`config.mk`:
```
export PLATFORM = sky130hd
export DESIGN_NAME = cpu_cu
export DESIGN_NICKNAME = d
export VERILOG_FILES = /design/src/rtl/cpu_cu.sv
export SDC_FILE = /design/constraint.sdc
export NUM_CORES = 1
export LEC_CHECK = 0
export ABC_AREA = 1
export BUFFER_PORTS_ARGS = -buffer_cell sky130_fd_sc_hd__clkbuf_2
export CORE_MARGIN = 5
export CORE_UTILIZATION = 47
export CTS_CLUSTER_SIZE = 20
export DETAILED_ROUTE_END_ITERATION = 8
export PLACE_DENSITY_LB_ADDON = 0.1
export SYNTH_ARGS = -nofsm -noshare
export SYNTH_HDL_FRONTEND = slang
export SYNTH_SLANG_ARGS = --single-unit
```
`constraint.sdc`:
```
create_clock -name clk -period 2 [get_ports clk]
set_input_delay 0.2 -clock clk [delete_from_list [all_inputs] [get_ports clk]]
set_output_delay 0.2 -clock clk [all_outputs]
set_load 0.03 [all_outputs]
```
`src/rtl/cpu_cu.sv`:
```
// rtl/cpu_cu.sv - multicycle fetch/decode/execute control unit for the 16-bit CPU
//
// Ports:
//   clk, reset        rising-edge clock, synchronous active-high reset
//   IR[15:0]          instruction register contents from the execution unit
//   N, Z, C           ALU flags from the execution unit (used by branches)
//   we, W_Adr         register-file write enable and write address
//   R_Adr, S_Adr      register-file read addresses
//   s_sel             1 selects D_in as the S operand
//   ALU_OP[3:0]       ALU operation (ALU_PASS_S when idle)
//   ad_sel            memory address source: 1 = Reg_out, 0 = PC
//   PC_sel            PC load source: 1 = D_out, 0 = PC + sext(IR[7:0])
//   PC_ld, PC_inc     PC load / increment strobes
//   IR_ld             IR load from D_in
//   mw_en, mr_en      memory write / read strobes
//   halt              high while halted
//   state[2:0]        current FSM state for debug
module cpu_cu #(
  parameter logic [3:0] ALU_PASS_S = 4'h8
) (
  input  logic        clk,
  input  logic        reset,
  input  logic [15:0] IR,
  input  logic        N,
  input  logic        Z,
  input  logic        C,
  output logic        we,
  output logic [2:0]  W_Adr,
  output logic [2:0]  R_Adr,
  output logic [2:0]  S_Adr,
  output logic        s_sel,
  output logic [3:0]  ALU_OP,
  output logic        ad_sel,
  output logic        PC_sel,
  output logic        PC_ld,
  output logic        PC_inc,
  output logic        IR_ld,
  output logic        mw_en,
  output logic        mr_en,
  output logic        halt,
  output logic [2:0]  state
);

  typedef enum logic [2:0] {
    ST_RST    = 3'd0,
    ST_FETCH  = 3'd1,
    ST_DECODE = 3'd2,
    ST_EXEC   = 3'd3,
    ST_HALT   = 3'd4
  } state_t;

  localparam logic [3:0] OP_LD   = 4'h8;
  localparam logic [3:0] OP_ST   = 4'h9;
  localparam logic [3:0] OP_BRZ  = 4'hA;
  localparam logic [3:0] OP_BRN  = 4'hB;
  localparam logic [3:0] OP_BRC  = 4'hC;
  localparam logic [3:0] OP_JMP  = 4'hD;
  localparam logic [3:0] OP_NOP  = 4'hE;
  localparam logic [3:0] OP_HALT = 4'hF;

  // Instruction fields
  logic [3:0] op;
  logic [2:0] fld_w;
  logic [2:0] fld_r;
  logic [2:0] fld_s;
  logic       unused_ir;

  assign op        = IR[15:12];
  assign fld_w     = IR[11:9];
  assign fld_r     = IR[8:6];
  assign fld_s     = IR[5:3];
  // The branch offset is consumed by the execution unit, not here.
  assign unused_ir = ^IR[2:0];

  state_t     state_q, state_d;
  logic       we_q, we_d;
  logic [2:0] w_adr_q, w_adr_d;
  logic [2:0] r_adr_q, r_adr_d;
  logic [2:0] s_adr_q, s_adr_d;
  logic       s_sel_q, s_sel_d;
  logic [3:0] alu_op_q, alu_op_d;
  logic       ad_sel_q, ad_sel_d;
  logic       pc_sel_q, pc_sel_d;
  logic       pc_ld_q, pc_ld_d;
  logic       pc_inc_q, pc_inc_d;
  logic       ir_ld_q, ir_ld_d;
  logic       mw_en_q, mw_en_d;
  logic       mr_en_q, mr_en_d;
  logic       halt_q, halt_d;
  // Conditional-branch enables {C, N, Z}; the flag itself is sampled live in EXEC.
  logic [2:0] br_q, br_d;

  // Next state
  always_comb begin
    state_d = state_q;
    case (state_q)
      ST_RST:    state_d = ST_FETCH;
      ST_FETCH:  state_d = ST_DECODE;
      ST_DECODE: begin
        if (op == OP_HALT)     state_d = ST_HALT;
        else if (op == OP_NOP) state_d = ST_FETCH;
        else                   state_d = ST_EXEC;
      end
      ST_EXEC:   state_d = ST_FETCH;
      ST_HALT:   state_d = ST_HALT;
      default:   state_d = ST_RST;
    endcase
  end

  // Output image for the state being entered. IR is already stable when
  // entering EXEC (it was loaded at the end of FETCH), so registering the
  // decode here gives the same values as decoding from the state register.
  always_comb begin
    we_d     = 1'b0;
    w_adr_d  = 3'd0;
    r_adr_d  = 3'd0;
    s_adr_d  = 3'd0;
    s_sel_d  = 1'b0;
    alu_op_d = ALU_PASS_S;
    ad_sel_d = 1'b0;
    pc_sel_d = 1'b0;
    pc_ld_d  = 1'b0;
    pc_inc_d = 1'b0;
    ir_ld_d  = 1'b0;
    mw_en_d  = 1'b0;
    mr_en_d  = 1'b0;
    halt_d   = 1'b0;
    br_d     = 3'b000;
    case (state_d)
      ST_FETCH: begin
        mr_en_d  = 1'b1;
        ir_ld_d  = 1'b1;
        pc_inc_d = 1'b1;
      end
      ST_EXEC: begin
        if (op[3] == 1'b0) begin
          w_adr_d  = fld_w;
          r_adr_d  = fld_r;
          s_adr_d  = fld_s;
          alu_op_d = {1'b0, op[2:0]};
          we_d     = 1'b1;
        end else begin
          case (op)
            OP_LD: begin
              r_adr_d  = fld_r;
              ad_sel_d = 1'b1;
              mr_en_d  = 1'b1;
              s_sel_d  = 1'b1;
              w_adr_d  = fld_w;
              we_d     = 1'b1;
            end
            OP_ST: begin
              r_adr_d  = fld_r;
              ad_sel_d = 1'b1;
              s_adr_d  = fld_s;
              mw_en_d  = 1'b1;
            end
            OP_BRZ: br_d = 3'b001;
            OP_BRN: br_d = 3'b010;
            OP_BRC: br_d = 3'b100;
            OP_JMP: begin
              // Target register goes through the S port and ALU pass-through.
              s_adr_d  = fld_r;
              pc_sel_d = 1'b1;
              pc_ld_d  = 1'b1;
            end
            default: ;
          endcase
        end
      end
      ST_HALT: halt_d = 1'b1;
      default: ;
    endcase
  end

  always_ff @(posedge clk) begin
    if (reset) begin
      state_q  <= ST_RST;
      we_q     <= 1'b0;
      w_adr_q  <= 3'd0;
      r_adr_q  <= 3'd0;
      s_adr_q  <= 3'd0;
      s_sel_q  <= 1'b0;
      alu_op_q <= ALU_PASS_S;
      ad_sel_q <= 1'b0;
      pc_sel_q <= 1'b0;
      pc_ld_q  <= 1'b0;
      pc_inc_q <= 1'b0;
      ir_ld_q  <= 1'b0;
      mw_en_q  <= 1'b0;
      mr_en_q  <= 1'b0;
      halt_q   <= 1'b0;
      br_q     <= 3'b000;
    end else begin
      state_q  <= state_d;
      we_q     <= we_d;
      w_adr_q  <= w_adr_d;
      r_adr_q  <= r_adr_d;
      s_adr_q  <= s_adr_d;
      s_sel_q  <= s_sel_d;
      alu_op_q <= alu_op_d;
      ad_sel_q <= ad_sel_d;
      pc_sel_q <= pc_sel_d;
      pc_ld_q  <= pc_ld_d;
      pc_inc_q <= pc_inc_d;
      ir_ld_q  <= ir_ld_d;
      mw_en_q  <= mw_en_d;
      mr_en_q  <= mr_en_d;
      halt_q   <= halt_d;
      br_q     <= br_d;
    end
  end

  // State-changing strobes are gated by reset in the same cycle so an
  // interrupted instruction commits nothing on the edge that enters RST.
  assign we     = we_q & ~reset;
  assign mw_en  = mw_en_q & ~reset;
  assign PC_inc = pc_inc_q & ~reset;
  assign IR_ld  = ir_ld_q & ~reset;
  assign PC_ld  = (pc_ld_q | (br_q[0] & Z) | (br_q[1] & N) | (br_q[2] & C)) & ~reset;

  assign W_Adr  = w_adr_q;
  assign R_Adr  = r_adr_q;
  assign S_Adr  = s_adr_q;
  assign s_sel  = s_sel_q;
  assign ALU_OP = alu_op_q;
  assign ad_sel = ad_sel_q;
  assign PC_sel = pc_sel_q;
  assign mr_en  = mr_en_q;
  assign halt   = halt_q;
  assign state  = state_q;

endmodule

```
==> results.json, run 1 <==
{
  "grt_pass1_vias": 836,
  "fin_area_sq_um": 1250,
  "htree_levels": 1,
  "cap_violations": 0,
  "p_total_mw": 0.918,
  "period_minus_slack_ns": 1.27,
  "ir_worst_vdd_mv": 0.548,
  "cts_tree": "yes",
  "final_cell_mix": "clkbuf_2, dfxtp_1, nand2_1",
  "avgRoutedWirePerCell_microns": 9.85,
  "final_common_cell": "clkbuf_2",
  "grt_pass1_wl_mm": 3.44,
  "ys_types": 17,
  "max_stage_delay_ns": 0.33,
  "nFillCells": 188,
  "synth_area_per_cell_sq_um": 7.81,
  "die_area_sq_um": 3130,
  "dieHeight_microns": 55.9,
  "routed_wl_mm": 1.96,
  "slowest_stage": "dfxtp_1",
  "drc": 0,
  "fmax_mhz": 790,
  "cts_resized": 0,
  "yosys_warnings": 0,
  "fp.coreArea_sq_um": 1980,
  "final_cell_count_no_fill": 199,
  "routabilityCongestion": 0.794,
  "die-width_microns": 55.9,
  "fin_util_pct": 63.0,
  "first_pass_iters": 4,
  "placed_area_sq_um": 1220,
  "fin_skew_ns": 0.00282,
  "grt.overflow.total": 0,
  "cts-root-buf": "clkbuf_4",
  "crit_fanout": 1,
  "dpl.hpwl_mm": 1.58,
  "syn-cell-area_sq_um": 992,
  "hold_viol_final": 0,
  "ant_nets": 0,
  "r2r-start": "state[1]",
  "antenna_cells": 0,
  "arrival_ns": 1.07,
  "worstHoldStart": "IR[9]",
  "vias": 898,
  "postCtsSetupBuffers": 0,
  "setup_viol": 0,
  "worstSkewPairLatency_ns": 0.32,
  "antenna_found_initial": 0,
  "startpoint": "br_q[1]",
  "holdBufCountCts": 0,
  "hold_slack_ns": 0.0730,
  "synth_seq_cells": 27,
  "required_ns": 1.80,
  "slew_headroom_pct": 80.5,
  "clkSlewWorstSetupHoldPaths_ns": 0.13,
  "seq_area_frac_synth_pct": 54.5,
  "grt_max_degree": 15,
  "worst_pin_slew_ns": 0.292,
  "status": "complete, no violations",
  "slew_viol_final": 0,
  "rows": 16,
  "post-place-ws_ns": 0.819,
  "nets": 194,
  "fin_crit_sh_pct": 63.3,
  "path_buf_inv": 1,
  "layout_setup_ws_ns": 0.735,
  "rsz0062_at_grt": "false",
  "drt_iter0_drc": 13,
  "drive_gt1_share_pct": 33.1,
  "cts_sinks": 27,
  "dp_cells": 195,
  "clk_path_buf_depth": 2,
  "synth_nets": 148,
  "syn_inst": 127,
  "startpoint_type": "flop",
  "hold_path.class": "primary input to flop",
  "vias_per_cell": 4.51,
  "pwr_density_cell_nw_per_um2": 735,
  "crit_family": "flip-flops",
  "finalSetupTns_ns": 0,
  "start_util_pct": 50.1,
  "ios": 47,
  "worstSetupPathType": "flop to output port",
  "io_buffers": 43,
  "crit_chain": "nand2_1 > a31oi_1 > clkbuf_2",
  "grt_usage_pct": 13.4,
  "area_growth_pct": 25.9,
  "cts_made_buffers": 3,
  "cp-end-kind": "output port",
  "p_leak_nw": 0.655
}
[power by group]
group	switching, mW	internal, mW
Clock	0.148	0.0780
Sequential	0.00752	0.553
Combinational	0.0908	0.0411
[cell type report]
class,count,area [sq um],area share (%)
flip-flops and latches,27,541,43.3
multi-input cells,76,350,28.1
repair buffers,43,215,17.2
inverters,22,82.6,6.61
well taps,27,33.8,2.71
clock buffers,4,26.3,2.10
[layer usage]
metal / vias to the layer above / routed length, microns / track usage (%)
li1: 480 / - / -
met4: 0 / 40 / 6.10
met1: 382 / 859 / 16.1
met5: - / 0 / 0
met2: 31 / 880 / 22.1
met3: 5 / 179 / 3.71
[cell usage after synthesis, drive strengths merged]
library cell / n / area (sq um)
dfxtp: 27 / 541
nand2: 24 / 97.6
nor2: 24 / 105
inv: 22 / 82.6
nand3: 14 / 75.1
a21oi: 6 / 30.0
nor3: 5 / 25.0
buf: 2 / 18.8
a31oi: 1 / 6.26
nand4: 1 / 6.26
o21ai: 1 / 5.00
[path summary, 6_finish.rpt]
check / end / slack (ns) / cells after the start
setup reg to reg: ALU_OP[1] / 0.80 / 6
setup / recovery: PC_ld / 0.73 / 3
hold / removal: W_Adr[0] / 0.07 / 3
hold reg to reg: state[2] / 0.64 / 2
[worst register-to-register path: stages (launching register included)]
cell and delay (ns):
dfxtp_1 0.42, nand2_2 0.10, nor2_4 0.09, nand3_2 0.19
inv_2 0.18, nand2_2 0.09, nor2_1 0.09
[state kept, by name, indices dropped and copies added (netlist names)]
signal / flops
R_Adr: 3
br_q: 3
mr_en: 1
ALU_OP: 4
W_Adr: 3
ir_ld_q: 1
S_Adr: 3
we_q: 1
pc_ld_q: 1
mw_en_q: 1
ad_sel: 1
state: 3
halt: 1
s_sel: 1
[logic make-up (layout without fill, tap and decap cells)]
kind of cell	count (synthesis)	after routing	synth area share, %
flops	27	27	54.5
simple gates	68	68	31.1
buf+inv	24	69	10.2
compound gates	8	8	4.16
No activity file was read; power rests on OpenSTA's default activity.
==> run 2: changes to the inputs <==
- CORE_UTILIZATION: 47 -> 44
- clock period: 2 -> 1.2 ns (I/O delays scaled with it)
==> run 2 against run 1 <==
Compared with the run above:
- non-clock buffer count increased by 5
- core utilization down 3.3 points
- cell area up 4.7%
- hold slack worse by 0.049 ns
- sequential share of layout area shrank 1.8 points
- via count increased by 2.1%
- register-to-register slack worse by 0.67 ns
- critical path type unchanged
- largest cell class unchanged
- largest power group unchanged
==> results.json, run 2 (synthesis results as in run 1) <==
{
  "status": "complete, no violations",
  "ir_worst_vdd_mv": 0.754,
  "setup_viol": 0,
  "crit_family": "flip-flops",
  "dpl.hpwl_mm": 1.61,
  "seq_power_share_pct": 60.8,
  "worstSkewPairLatency_ns": 0.31,
  "final_common_cell": "clkbuf_2",
  "grt.overflow.total": 0,
  "multi_input_area_sq_um": 350,
  "fp.coreArea_sq_um": 2190,
  "largest_reg_flops": 4,
  "nFillCells": 227,
  "finalSetupTns_ns": 0,
  "combinationalPowerShare_pct": 15.3,
  "antenna_found_initial": 0,
  "grt_usage_pct": 13.2,
  "fin_crit_sh_pct": 96.4,
  "startpoint_type": "flop",
  "htree_levels": 1,
  "worstSetupPathType": "flop to output port",
  "fin_area_sq_um": 1310,
  "rr_worst_depth": 6,
  "routabilityCongestion": 0.724,
  "io_buffers": 43,
  "period_minus_slack_ns": 1.16,
  "grt_max_degree": 15,
  "slowest_stage": "dfxtp_2",
  "drt_iter0_drc": 17,
  "vias_per_cell": 4.47,
  "path_buf_inv": 1,
  "max_stage_delay_ns": 0.34,
  "drc": 0,
  "cts_tree": "yes",
  "arrival_ns": 1.04,
  "start_util_pct": 45.3,
  "netSwitchingFraction_pct": 26.2,
  "vias": 917,
  "rows": 17,
  "fin_skew_ns": 0.00482,
  "dp_cells": 197,
  "grt_pass1_wl_mm": 3.44,
  "hold_slack_ns": 0.0237,
  "cp-end-kind": "output port",
  "r2r-start": "state[0]",
  "p_leak_nw": 0.680,
  "clkPwrFrac_pct": 23.9,
  "clk_path_buf_depth": 2,
  "drive_gt1_share_pct": 33.9,
  "ant_nets": 0,
  "cts_made_buffers": 3,
  "layout.area.seq_sq_um": 543,
  "rsz0062_at_grt": "true",
  "intPower_mw": 1.13,
  "hold_viol_final": 0,
  "switchingPower_mw": 0.402,
  "r2r-end": "br_q[2]",
  "worst_pin_slew_ns": 0.301,
  "routed_wl_mm": 2.08,
  "cts-root-buf": "clkbuf_4",
  "ios": 47,
  "postCtsSetupBuffers": 0,
  "slew_headroom_pct": 79.9,
  "hold_end": "R_Adr[1]",
  "antenna_cells": 0,
  "crit_fanout": 1,
  "worstHoldStart": "IR[7]",
  "nets": 199,
  "final_cell_count_no_fill": 205,
  "die-width_microns": 57.5,
  "grt_pass1_vias": 864,
  "cts_sinks": 27,
  "clkSlewWorstSetupHoldPaths_ns": 0.13,
  "r2r_slack_ns": 0.13,
  "fmax_mhz": 864,
  "pwr_density_cell_nw_per_um2": 1170,
  "cap_violations": 0,
  "placed_area_sq_um": 1230,
  "crit_chain": "nand2_1 > a31oi_1 > buf_4",
  "slew_viol_final": 0,
  "area_growth_pct": 31.8,
  "hold_path.class": "primary input to flop",
  "required_ns": 1.08,
  "avgRoutedWirePerCell_microns": 10.1,
  "die_area_sq_um": 3300,
  "fin_util_pct": 59.7,
  "first_pass_iters": 4,
  "hold_path_depth": 3,
  "final_cell_mix": "clkbuf_2, dfxtp_1, nand2_1",
  "dieHeight_microns": 57.5
}
[run 2: cell count changes in the layout (fill, tap and decap cells not counted)]
cell,change
buf_4,+4
dfxtp_2,+2
dlygate4sd3_1,+4
clkbuf_2,-3
dfxtp_1,-2
[run 2: how the worst max path moves through the flow]
stage                     startpoint         to  slack (ns)  depth (start not counted)
after global routing         br_q[2]      PC_ld       -0.06                          3
after detailed placement    state[0]   W_Adr[1]        0.17                          6
after global placement      state[0]  ALU_OP[1]        0.18                          7
final                        br_q[2]      PC_ld        0.04                          3
after CTS                    br_q[1]      PC_ld      0.0002                          3
after floorplan              pc_ld_q      PC_ld        0.01                          2
[run 2: repair_timing]
| action | CTS | global route |
|---|---|---|
| pin swaps | 0 | 3 |
| hold buffers | 3 | 1 |
| hold endpoints to repair | 3 | 1 |
| gates resized for setup | 2 | 8 |
| setup endpoints to repair | 1 | 3 |
[run 2: worst reg2reg max path: cells and delay by family, from the launching register on]
family	cells	cell delay [ns]
and+or+nand+nor	4	0.38
DFF	1	0.37
buffers and inverters	2	0.25
[run 2: routing by layer]
layer  wire length [microns]  global-route usage (%)  vias to the layer above
met5                       0                       0                        -
met4                      18                    4.97                        0
met3                     119                    3.39                        2
met2                    1030                    22.3                       23
met1                     914                    16.1                      401
li1                        -                       -                      491
[run 2: through the flow]
| step | setup slack [ns] | total power, mW |
|---|---|---|
| final | 0.0432 | 1.53 |
| after floorplan | 0.0109 | 1.10 |
| after global routing | -0.0574 | 1.64 |
| after CTS | 0.000160 | 1.56 |
| after global placement | 0.181 | 1.17 |
| after detailed placement | 0.168 | 1.18 |
[run 2: area by class of cell]
cell class,instances,share of cell area (%)
clock buffers,4,2.01
inverters,22,6.32
multi-input cells,76,26.8
flip-flops and latches,27,41.5
well taps,28,2.68
repair buffers,48,20.7
[run 2: power groups by stage]
stage / clock, mW / combinational (mW) / sequential [mW]
3_3_place_gp: 0 / 0.221 / 0.952
2_1_floorplan: 0 / 0.109 / 0.991
6_report: 0.366 / 0.235 / 0.932
5_1_grt: 0.440 / 0.261 / 0.937
3_5_place_dp: 0 / 0.224 / 0.953
4_1_cts: 0.394 / 0.232 / 0.933
